### src/rtl/id_ex_pipe_reg_pkg.sv
// Encodings and the control bundle shared between the decoder/control unit
// and the ID/EX pipeline register.
package id_ex_pipe_reg_pkg;

  localparam logic [1:0] REGDST_RD  = 2'd0;
  localparam logic [1:0] REGDST_RT  = 2'd1;
  localparam logic [1:0] REGDST_FD  = 2'd2;
  localparam logic [1:0] REGDST_R31 = 2'd3;

  localparam logic [2:0] WBSRC_ALU = 3'd0;
  localparam logic [2:0] WBSRC_MEM = 3'd1;
  localparam logic [2:0] WBSRC_LUI = 3'd2;
  localparam logic [2:0] WBSRC_PC4 = 3'd3;

  localparam logic [2:0] EXOP_ALU    = 3'd0;
  localparam logic [2:0] EXOP_SHIFT  = 3'd1;
  localparam logic [2:0] EXOP_MULDIV = 3'd2;
  localparam logic [2:0] EXOP_BRANCH = 3'd3;
  localparam logic [2:0] EXOP_MEM    = 3'd4;
  localparam logic [2:0] EXOP_FPU    = 3'd5;
  localparam logic [2:0] EXOP_CP0    = 3'd6;
  localparam logic [2:0] EXOP_NOP    = 3'd7;

  // Packed so a bubble is a single '0 assignment.
  typedef struct packed {
    logic       jr;
    logic       byte_op;
    logic       jump;
    logic       memwrite;
    logic       regwrite;
    logic       fp;
    logic       shift;
    logic       dw;
    logic [1:0] regdst;
    logic [2:0] wbsrc;
    logic [2:0] exop;
  } ctrl_t;

  function automatic logic is_load(input ctrl_t c);
    return c.regwrite && (c.wbsrc == WBSRC_MEM);
  endfunction

endpackage

### src/rtl/id_ex_pipe_reg_load_use_detect.sv
// Combinational load-use compare of the ID source registers against the
// load currently occupying EX.
module load_use_detect #(
  parameter int unsigned REG_AW = 5
) (
  input  logic              ex_valid,
  input  logic              ex_load,
  input  logic              ex_dw,
  input  logic              ex_fp,
  input  logic [REG_AW-1:0] ex_dest,
  input  logic [REG_AW-1:0] id_rs,
  input  logic [REG_AW-1:0] id_rt,
  input  logic [REG_AW-1:0] id_rd,
  input  logic              id_fp,
  output logic              hazard
);

  logic dest_live;
  logic hit;

  // A double-word destination covers the even/odd pair, so bit 0 is ignored.
  function automatic logic same_reg(input logic [REG_AW-1:0] a,
                                    input logic [REG_AW-1:0] b,
                                    input logic              pair);
    if (pair) return a[REG_AW-1:1] == b[REG_AW-1:1];
    return a == b;
  endfunction

  always_comb begin
    dest_live = ex_fp || (ex_dest != '0);
    hit       = same_reg(id_rs, ex_dest, ex_dw)
             || same_reg(id_rt, ex_dest, ex_dw)
             || (id_fp && same_reg(id_rd, ex_dest, ex_dw));
    hazard    = ex_valid && ex_load && dest_live && hit;
  end

endmodule

### src/rtl/id_ex_pipe_reg.sv
// ID/EX pipeline register: captures the decoded bundle and operands, inserts
// a bubble on load-use hazards, and honours flush and external stall.
module id_ex_pipe_reg
  import id_ex_pipe_reg_pkg::*;
#(
  parameter int unsigned DATA_W = 32,
  parameter int unsigned REG_AW = 5
) (
  input  logic              clk,
  input  logic              rst_n,
  input  logic              id_jr,
  input  logic              id_byte,
  input  logic              id_jump,
  input  logic              id_memwrite,
  input  logic              id_regwrite,
  input  logic              id_float,
  input  logic              id_shift,
  input  logic              id_dw,
  input  logic [1:0]        id_regdst,
  input  logic [2:0]        id_wbsrc,
  input  logic [2:0]        id_exop,
  input  logic [DATA_W-1:0] id_pc4,
  input  logic [DATA_W-1:0] id_rs_data,
  input  logic [DATA_W-1:0] id_rt_data,
  input  logic [DATA_W-1:0] id_imm,
  input  logic [REG_AW-1:0] id_rs,
  input  logic [REG_AW-1:0] id_rt,
  input  logic [REG_AW-1:0] id_rd,
  input  logic [REG_AW-1:0] id_shamt,
  input  logic [5:0]        id_fun,
  input  logic              flush,
  input  logic              stall_ext,
  output logic              ex_jr,
  output logic              ex_byte,
  output logic              ex_jump,
  output logic              ex_memwrite,
  output logic              ex_regwrite,
  output logic              ex_float,
  output logic              ex_shift,
  output logic              ex_dw,
  output logic [1:0]        ex_regdst,
  output logic [2:0]        ex_wbsrc,
  output logic [2:0]        ex_exop,
  output logic [DATA_W-1:0] ex_pc4,
  output logic [DATA_W-1:0] ex_rs_data,
  output logic [DATA_W-1:0] ex_rt_data,
  output logic [DATA_W-1:0] ex_imm,
  output logic [REG_AW-1:0] ex_rs,
  output logic [REG_AW-1:0] ex_rt,
  output logic [REG_AW-1:0] ex_rd,
  output logic [REG_AW-1:0] ex_shamt,
  output logic [5:0]        ex_fun,
  output logic              ex_valid,
  output logic [REG_AW-1:0] ex_dest,
  output logic              stall_o
);

  typedef struct packed {
    logic [DATA_W-1:0] pc4;
    logic [DATA_W-1:0] rs_data;
    logic [DATA_W-1:0] rt_data;
    logic [DATA_W-1:0] imm;
    logic [REG_AW-1:0] rs;
    logic [REG_AW-1:0] rt;
    logic [REG_AW-1:0] rd;
    logic [REG_AW-1:0] shamt;
    logic [REG_AW-1:0] dest;
    logic [5:0]        fun;
  } data_t;

  ctrl_t ctrl_d, ctrl_q, id_ctrl;
  data_t data_d, data_q, id_data;
  logic  valid_d, valid_q;
  logic  hazard;

  load_use_detect #(.REG_AW(REG_AW)) u_load_use_detect (
    .ex_valid (valid_q),
    .ex_load  (is_load(ctrl_q)),
    .ex_dw    (ctrl_q.dw),
    .ex_fp    (ctrl_q.fp),
    .ex_dest  (data_q.dest),
    .id_rs    (id_rs),
    .id_rt    (id_rt),
    .id_rd    (id_rd),
    .id_fp    (id_float),
    .hazard   (hazard)
  );

  always_comb begin
    id_ctrl = '{jr: id_jr, byte_op: id_byte, jump: id_jump, memwrite: id_memwrite,
                regwrite: id_regwrite, fp: id_float, shift: id_shift, dw: id_dw,
                regdst: id_regdst, wbsrc: id_wbsrc, exop: id_exop};

    id_data         = '0;
    id_data.pc4     = id_pc4;
    id_data.rs_data = id_rs_data;
    id_data.rt_data = id_rt_data;
    id_data.imm     = id_imm;
    id_data.rs      = id_rs;
    id_data.rt      = id_rt;
    id_data.rd      = id_rd;
    id_data.shamt   = id_shamt;
    id_data.fun     = id_fun;
    unique case (id_regdst)
      REGDST_RD:  id_data.dest = id_rd;
      REGDST_RT:  id_data.dest = id_rt;
      REGDST_FD:  id_data.dest = id_shamt;
      default:    id_data.dest = REG_AW'(31);
    endcase
  end

  // Bubbles clear only the control bundle and valid; data fields keep their values.
  always_comb begin
    ctrl_d  = ctrl_q;
    data_d  = data_q;
    valid_d = valid_q;
    if (flush) begin
      ctrl_d  = '0;
      valid_d = 1'b0;
    end else if (!stall_ext) begin
      if (hazard) begin
        ctrl_d  = '0;
        valid_d = 1'b0;
      end else begin
        ctrl_d  = id_ctrl;
        data_d  = id_data;
        valid_d = 1'b1;
      end
    end
  end

  always_ff @(posedge clk) begin
    if (!rst_n) begin
      ctrl_q  <= '0;
      data_q  <= '0;
      valid_q <= 1'b0;
    end else begin
      ctrl_q  <= ctrl_d;
      data_q  <= data_d;
      valid_q <= valid_d;
    end
  end

  always_comb begin
    stall_o     = rst_n && hazard && !flush && !stall_ext;
    ex_jr       = ctrl_q.jr;
    ex_byte     = ctrl_q.byte_op;
    ex_jump     = ctrl_q.jump;
    ex_memwrite = ctrl_q.memwrite;
    ex_regwrite = ctrl_q.regwrite;
    ex_float    = ctrl_q.fp;
    ex_shift    = ctrl_q.shift;
    ex_dw       = ctrl_q.dw;
    ex_regdst   = ctrl_q.regdst;
    ex_wbsrc    = ctrl_q.wbsrc;
    ex_exop     = ctrl_q.exop;
    ex_pc4      = data_q.pc4;
    ex_rs_data  = data_q.rs_data;
    ex_rt_data  = data_q.rt_data;
    ex_imm      = data_q.imm;
    ex_rs       = data_q.rs;
    ex_rt       = data_q.rt;
    ex_rd       = data_q.rd;
    ex_shamt    = data_q.shamt;
    ex_fun      = data_q.fun;
    ex_dest     = data_q.dest;
    ex_valid    = valid_q;
  end

endmodule

### config.mk
export PLATFORM = sky130hd
export DESIGN_NAME = id_ex_pipe_reg
export DESIGN_NICKNAME = d
export VERILOG_FILES = /design/src/rtl/id_ex_pipe_reg_pkg.sv /design/src/rtl/id_ex_pipe_reg_load_use_detect.sv /design/src/rtl/id_ex_pipe_reg.sv
export SDC_FILE = /design/constraint.sdc
export NUM_CORES = 1
export LEC_CHECK = 0
export CAP_MARGIN = 10
export CORE_ASPECT_RATIO = 0.5
export CORE_MARGIN = 10
export CORE_UTILIZATION = 40
export DETAILED_ROUTE_END_ITERATION = 12
export PLACE_DENSITY_LB_ADDON = 0.12
export SYNTH_ARGS = -nofsm -noshare
export SYNTH_HDL_FRONTEND = slang
export SYNTH_SLANG_ARGS = --single-unit
### constraint.sdc
create_clock -name clk -period 1.95 [get_ports clk]
set_clock_uncertainty 0.2 [all_clocks]
set_input_delay 0.39 -clock clk [delete_from_list [all_inputs] [get_ports clk]]
set_output_delay 0.39 -clock clk [all_outputs]
set_load 0.005 [all_outputs]
Yosys cells after proc, flatten, opt, wreduce, memory -nomap -nowiden
Index checks and enable logic that the tools add are counted.
Operators by class
  equality and inequality tests: 9
  multiplexer cells: 10
  bitwise gates (word level): 4
  reduce and logical (&&, ||, !) cells: 17
Operator list (count)
  $mux 16: 1
  $eq 5x5->1: 3
  $pmux 5 s3: 1
  $eq 4x4->1: 3
  $logic_and 1x1->1: 8
  $mux 1: 8
  $reduce_bool 5->1: 1
  $not 1->1: 4
  $eq 3x1->1 const B: 1
  $logic_or 1x1->1: 3
  $reduce_and 3->1: 1
  $eq 2x1->1 const B: 1
  $eq 2x2->1 const B: 1
  $logic_not 1->1: 2
  $logic_not 2->1: 1
  $reduce_or 2->1: 1
Word-level totals
  register bits: 176
  output and inout port bits: 177
  logic and storage cells: 62

Depth between registers and ports, before layout
  depth in word-level cells: 9
  depth in mapped cells: 9
  gate-level depth less buffers: 6

Cells and area by module
From an unflattened synthesis, not the netlist that was laid out.
Unflattened totals
  cells, all modules: 792
  area, all modules: 6775.2 um^2
By module, submodules not included
  id_ex_pipe_reg: instances 1, cells an instance 767, area an instance 6580.1 um^2, seq. area each 3523.4 um^2
  load_use_detect: instances 1, cells an instance 25, area an instance 195.2 um^2, seq. area each 0.0 um^2

Worst setup path before layout
Ideal clock, no wire load.
  path kind: reg-to-reg
  from: reg data_q (netlist bit ex_dest[4])
  to: reg ctrl_q (netlist bit ex_byte)
  setup time: 0.115 ns
  data arrival time: 1.681 ns
  data required time: 1.635 ns
  path slack: -0.046 ns
  stages on the path, launching flop included: 9
  buffers on the path: 2
  clock period less this slack: 1.996 ns
  cell sequence: dfxtp_1 -> buf_2 -> xnor2_1 -> nand3_1 -> nor2_2 -> o21ai_1 -> o21ai_2 -> buf_4 -> nor2_1
Between the ends
  cells in the longest elaborated chain, start to end: 7
RTL lines
  from (decl): RTL line id_ex_pipe_reg.sv:72  | data_t data_d, data_q, id_data;
  from (signal assigned): RTL line id_ex_pipe_reg.sv:139  | data_q <= data_d;
  $eq 4x4->1: RTL line id_ex_pipe_reg_load_use_detect.sv:25  | if (pair) return a[REG_AW-1:1] == b[REG_AW-1:1];
  $mux 1: RTL line id_ex_pipe_reg_load_use_detect.sv:25
  $mux 1: RTL line id_ex_pipe_reg_load_use_detect.sv:26  | return a == b;
  $logic_or 1x1->1 / $logic_and 1x1->1 (equally long branches): RTL line id_ex_pipe_reg_load_use_detect.sv:32, id_ex_pipe_reg_load_use_detect.sv:33
  $logic_or 1x1->1: RTL line id_ex_pipe_reg_load_use_detect.sv:33  | || (id_fp && same_reg(id_rd, ex_dest, ex_dw));
  $logic_and 1x1->1 (*): RTL line id_ex_pipe_reg_load_use_detect.sv:34  | hazard = ex_valid && ex_load && dest_live && hit;
  $mux 16 (*): RTL line id_ex_pipe_reg.sv:121  | if (hazard) begin
  to (signal assigned): RTL line id_ex_pipe_reg.sv:138  | ctrl_q <= ctrl_d;
  to (decl): RTL line id_ex_pipe_reg.sv:71  | ctrl_t ctrl_d, ctrl_q, id_ctrl;
Mark *: on every way between the ends. The rest lies on a longest branch, timed or not. The select of a mux whose other input is x is not followed.
A chain may end at the register's enable or synchronous reset.

Final worst setup path
  from: reg data_q (netlist bit ex_dest[0])
  to: reg data_q (netlist bit ex_rt_data[12])
Between the ends
  cells in the longest elaborated chain, start to end: 7
RTL lines (RTL line)
  $eq 5x5->1: id_ex_pipe_reg_load_use_detect.sv:26
  $mux 1: id_ex_pipe_reg_load_use_detect.sv:26
  $logic_or 1x1->1 / $logic_and 1x1->1 (equally long branches): id_ex_pipe_reg_load_use_detect.sv:32, id_ex_pipe_reg_load_use_detect.sv:33
  $logic_or 1x1->1: id_ex_pipe_reg_load_use_detect.sv:33
  $logic_and 1x1->1 (*): id_ex_pipe_reg_load_use_detect.sv:34
  $not 1->1 (no source line) (*)
  $reduce_and 3->1 (no source line) (*)
Mark *: on every way between the ends. The rest lies on a longest branch, timed or not.

==> impl_results.md <==
* Outcome: finished, violations left
* Failing checks: setup timing
* Grt ovf at 0
* Clk sink count at 176
* Port buffer count at 350
* Num rows at 39
* Inserted Clock Buffers at 17
* Drt wl/cell at 25.36 microns
* Syn_area_per_cell at 8.848 sq um
* Slowest cell on crit path: dfxtp_4
* Syn. warnings at 0
* DRC at 0
* Setup tns final at -69360 ps
* Final worst path period need at 2457 ps
* Clock latency on the worst-skew pair at 460 ps
* Hold crit path type: input port to register
* Die W at 234.0 microns
* Power after layout at 11.50 mW
* WP data arrival at 2620 ps
* Root Driver: clkbuf_16
* CTS max path bufs at 2
* CTS tree: built
* Worst slack at placement at -954.3 ps
* Leakage Power at 7.698 nW
* First-pass GRT wire length at 64710 microns
* Vias in the first global route at 10850
* EDFF count, synth at 0
* Worst Hold Depth at 3
* Critical Path Start Type: register
* Wirelength, routed at 45520 microns
* Commonest non-fill, non-tap cells in the layout: 272 x nand3_1, 210 x clkdlybuf4s50_1, 110 x o211ai_1
* Setup ws final at -507.0 ps
* Max-cap violations at 0
* Nets at 1648
* GPL Wtd Cong at 0.9034
* Slew @ Worst Pin at 367.7 ps
* Mapped Area at 9158 sq um
* Fin crit share at 126.0%
* Final setup viols at 170
* Placed cells at 1676
* Die Y at 127.0 microns
* Max FO, Critical Path at 6
* Drt pass-1 iters at 5
* Final Util at 77.02%
* Worst r2r path cells at 11
* Vias per Instance at 6.248
* Hpwl dp at 26740 microns
* Iteration-0 DRC Markers at 1085
* Delay-heaviest family, CP: buffers and inverters
* DR vias at 11220
* Fmax achieved at 407.0 MHz
* WP depth at 11
* Cells after synthesis at 1035
* Worst IR Drop VDD at 0.0005151 V
* Crit end category: register
* P&R area growth vs syn at 90.44%
* Layout cell share with drive strength beyond 1 at 36.41%
* Most common cell after layout, fill and taps aside: nand3_1
* Initial antenna violation count at 2
* Critical path cell sequence: buf_6 -> xnor2_4 -> o211ai_1 -> buf_4 -> or2_4 -> o21ai_4 -> buf_12 -> clkbuf_16 -> clkbuf_16 -> a22oi_2 -> o211ai_1
* Largest net degree at the start of global routing at 65
* Synth cell types at 41
* Yosys top cell area share at 38.48%
* Unrepaired setup endpoints after global routing: yes
* Fillers at 1498
* Yosys reg bits at 176
* GRT Resource Usage Total at 27.31%
* Reg clk slew, reported paths at 70 ps
* Num ports at 351
* Crit-path max cell delay at 370 ps
* Required time of the critical path at 2110 ps
* Synth area leader: dfxtp_1
* Syn Nets at 1209
* P per Cell Area at 659.2 nW/um^2
* CORE AREA at 22640 sq um
* ANT nets after route at 0
* Fin cells at 1795
* Largest cells by area after synthesis: dfxtp_1 38%, nand3_1 17%, a22oi_1 12%, o211ai_1 9.0%, o211ai_2 6.1%
* Asr flop ratio synth at 0%
* Synth Flop Type: dfxtp_1
* Post-synthesis sequential area ratio at 38.48%
* Max-slew violations at 0
* Rel. slew slack at 75.49%
* Die area at 29710 sq um
* Fin. Hold Viols at 0
* Starting density of the core at 40.45%
* H-Tree Depth at 4
* Bufs and invs on worst path at 5
* Worst setup path class: register to register
## flip-flops by register name, summed over array words and instances, names as in the netlist, 2 cells and up
| register | cells |
|---|---|
| ex_exop | 3 |
| ex_rd | 5 |
| ex_fun | 6 |
| ex_wbsrc | 3 |
| ex_rt_data | 32 |
| ex_rs | 5 |
| ex_rt | 5 |
| ex_pc4 | 32 |
| ex_regdst | 2 |
| ex_shamt | 5 |
| ex_rs_data | 32 |
| ex_dest | 5 |
| ex_imm | 32 |
## cells by family (layout without fill, tap and decap cells)
family,count (synthesis),count (layout),share of synthesized area (%)
xor gates and xnor gates,15,15,1.435
AOI/OAI and AO/OA,332,332,30.50
buffers and inverters,131,582,7.296
DFF,176,176,38.48
muxes,21,21,2.364
and+or+nand+nor,360,360,19.93
other,0,2,0
## metal layers
| metal | routed length, microns | share of wire [%] | global-route usage, % | up-vias |
|---|---|---|---|---|
| met2 | 21850 | 48 | 44.92 | 555 |
| met5 | 0 | 0 | 0 | - |
| met4 | 1837 | 4.0 | 11.20 | 0 |
| li1 | - | - | - | 4960 |
| met1 | 18400 | 40 | 34.29 | 5585 |
| met3 | 3436 | 7.5 | 5.877 | 116 |
## through the flow
stage,area (sq um),hold WS [ps]
after global placement,13670,273.8
after detailed placement,13670,286.7
after global routing,17440,296.3
after CTS,15930,278.8
final,17440,284.3
after floorplan,9249,259.4
## worst reg2reg max path, cell delays in order, from the launching register on
cell,delay [ps]
dfxtp_4,370
buf_6,140
xnor2_4,140
o211ai_1,160
buf_4,180
or2_4,260
o21ai_4,170
buf_12,150
clkbuf_16,180
clkbuf_16,180
a22oi_2,50
o211ai_1,190
## final timing paths
path | start | endpoint | slack, ps
worst max-delay path | ex_dest[0]$_SDFFE_PN0P_ | ex_rt_data[12]$_SDFFE_PN0P_ | -510
worst min-delay path | id_rt[3] | ex_rt[3]$_SDFFE_PN0P_ | 280
worst max register to register | ex_dest[0]$_SDFFE_PN0P_ | ex_rt_data[12]$_SDFFE_PN0P_ | -510
worst min register to register | ex_rs_data[3]$_SDFFE_PN0P_ | ex_rs_data[3]$_SDFFE_PN0P_ | 300
## timing repair
action	in CTS	in global routing
setup endpoints to repair	300	317
gates resized for setup	161	340
hold buffers	0	0
pin swaps	27	114
gates cloned	26	21
setup buffers	44	11
## synthesized netlist by cell type (6+ instances only)
library cell,number
a22oi_1,144
a22oi_2,10
buf_1,8
buf_2,50
buf_4,18
buf_6,6
clkbuf_1,46
dfxtp_1,176
mux2i_1,16
nand2_1,8
nand3_1,315
nor2_1,21
o211ai_1,110
o211ai_2,45
xnor2_1,15
## area by class of cell
| cell class | count | area (sq um) | area share (%) |
|---|---|---|---|
| antenna | 2 | 5.005 | 0.02870 |
| clock buffer | 22 | 474.2 | 2.719 |
| clock inverter | 9 | 203.9 | 1.169 |
| inverter | 2 | 12.51 | 0.07175 |
| multi-input combinational | 728 | 5928 | 33.99 |
| sequential | 176 | 3632 | 20.83 |
| tap | 307 | 384.1 | 2.203 |
| timing repair buffer | 549 | 6799 | 38.99 |
## power by group
part           total, mW  internal, mW  switching [mW]
combinational       3.20          1.78            1.42
clock               4.06          2.50            1.56
sequential          4.24          3.93           0.308
total               11.5          8.21            3.29
(Power assumes the default switching activity.)
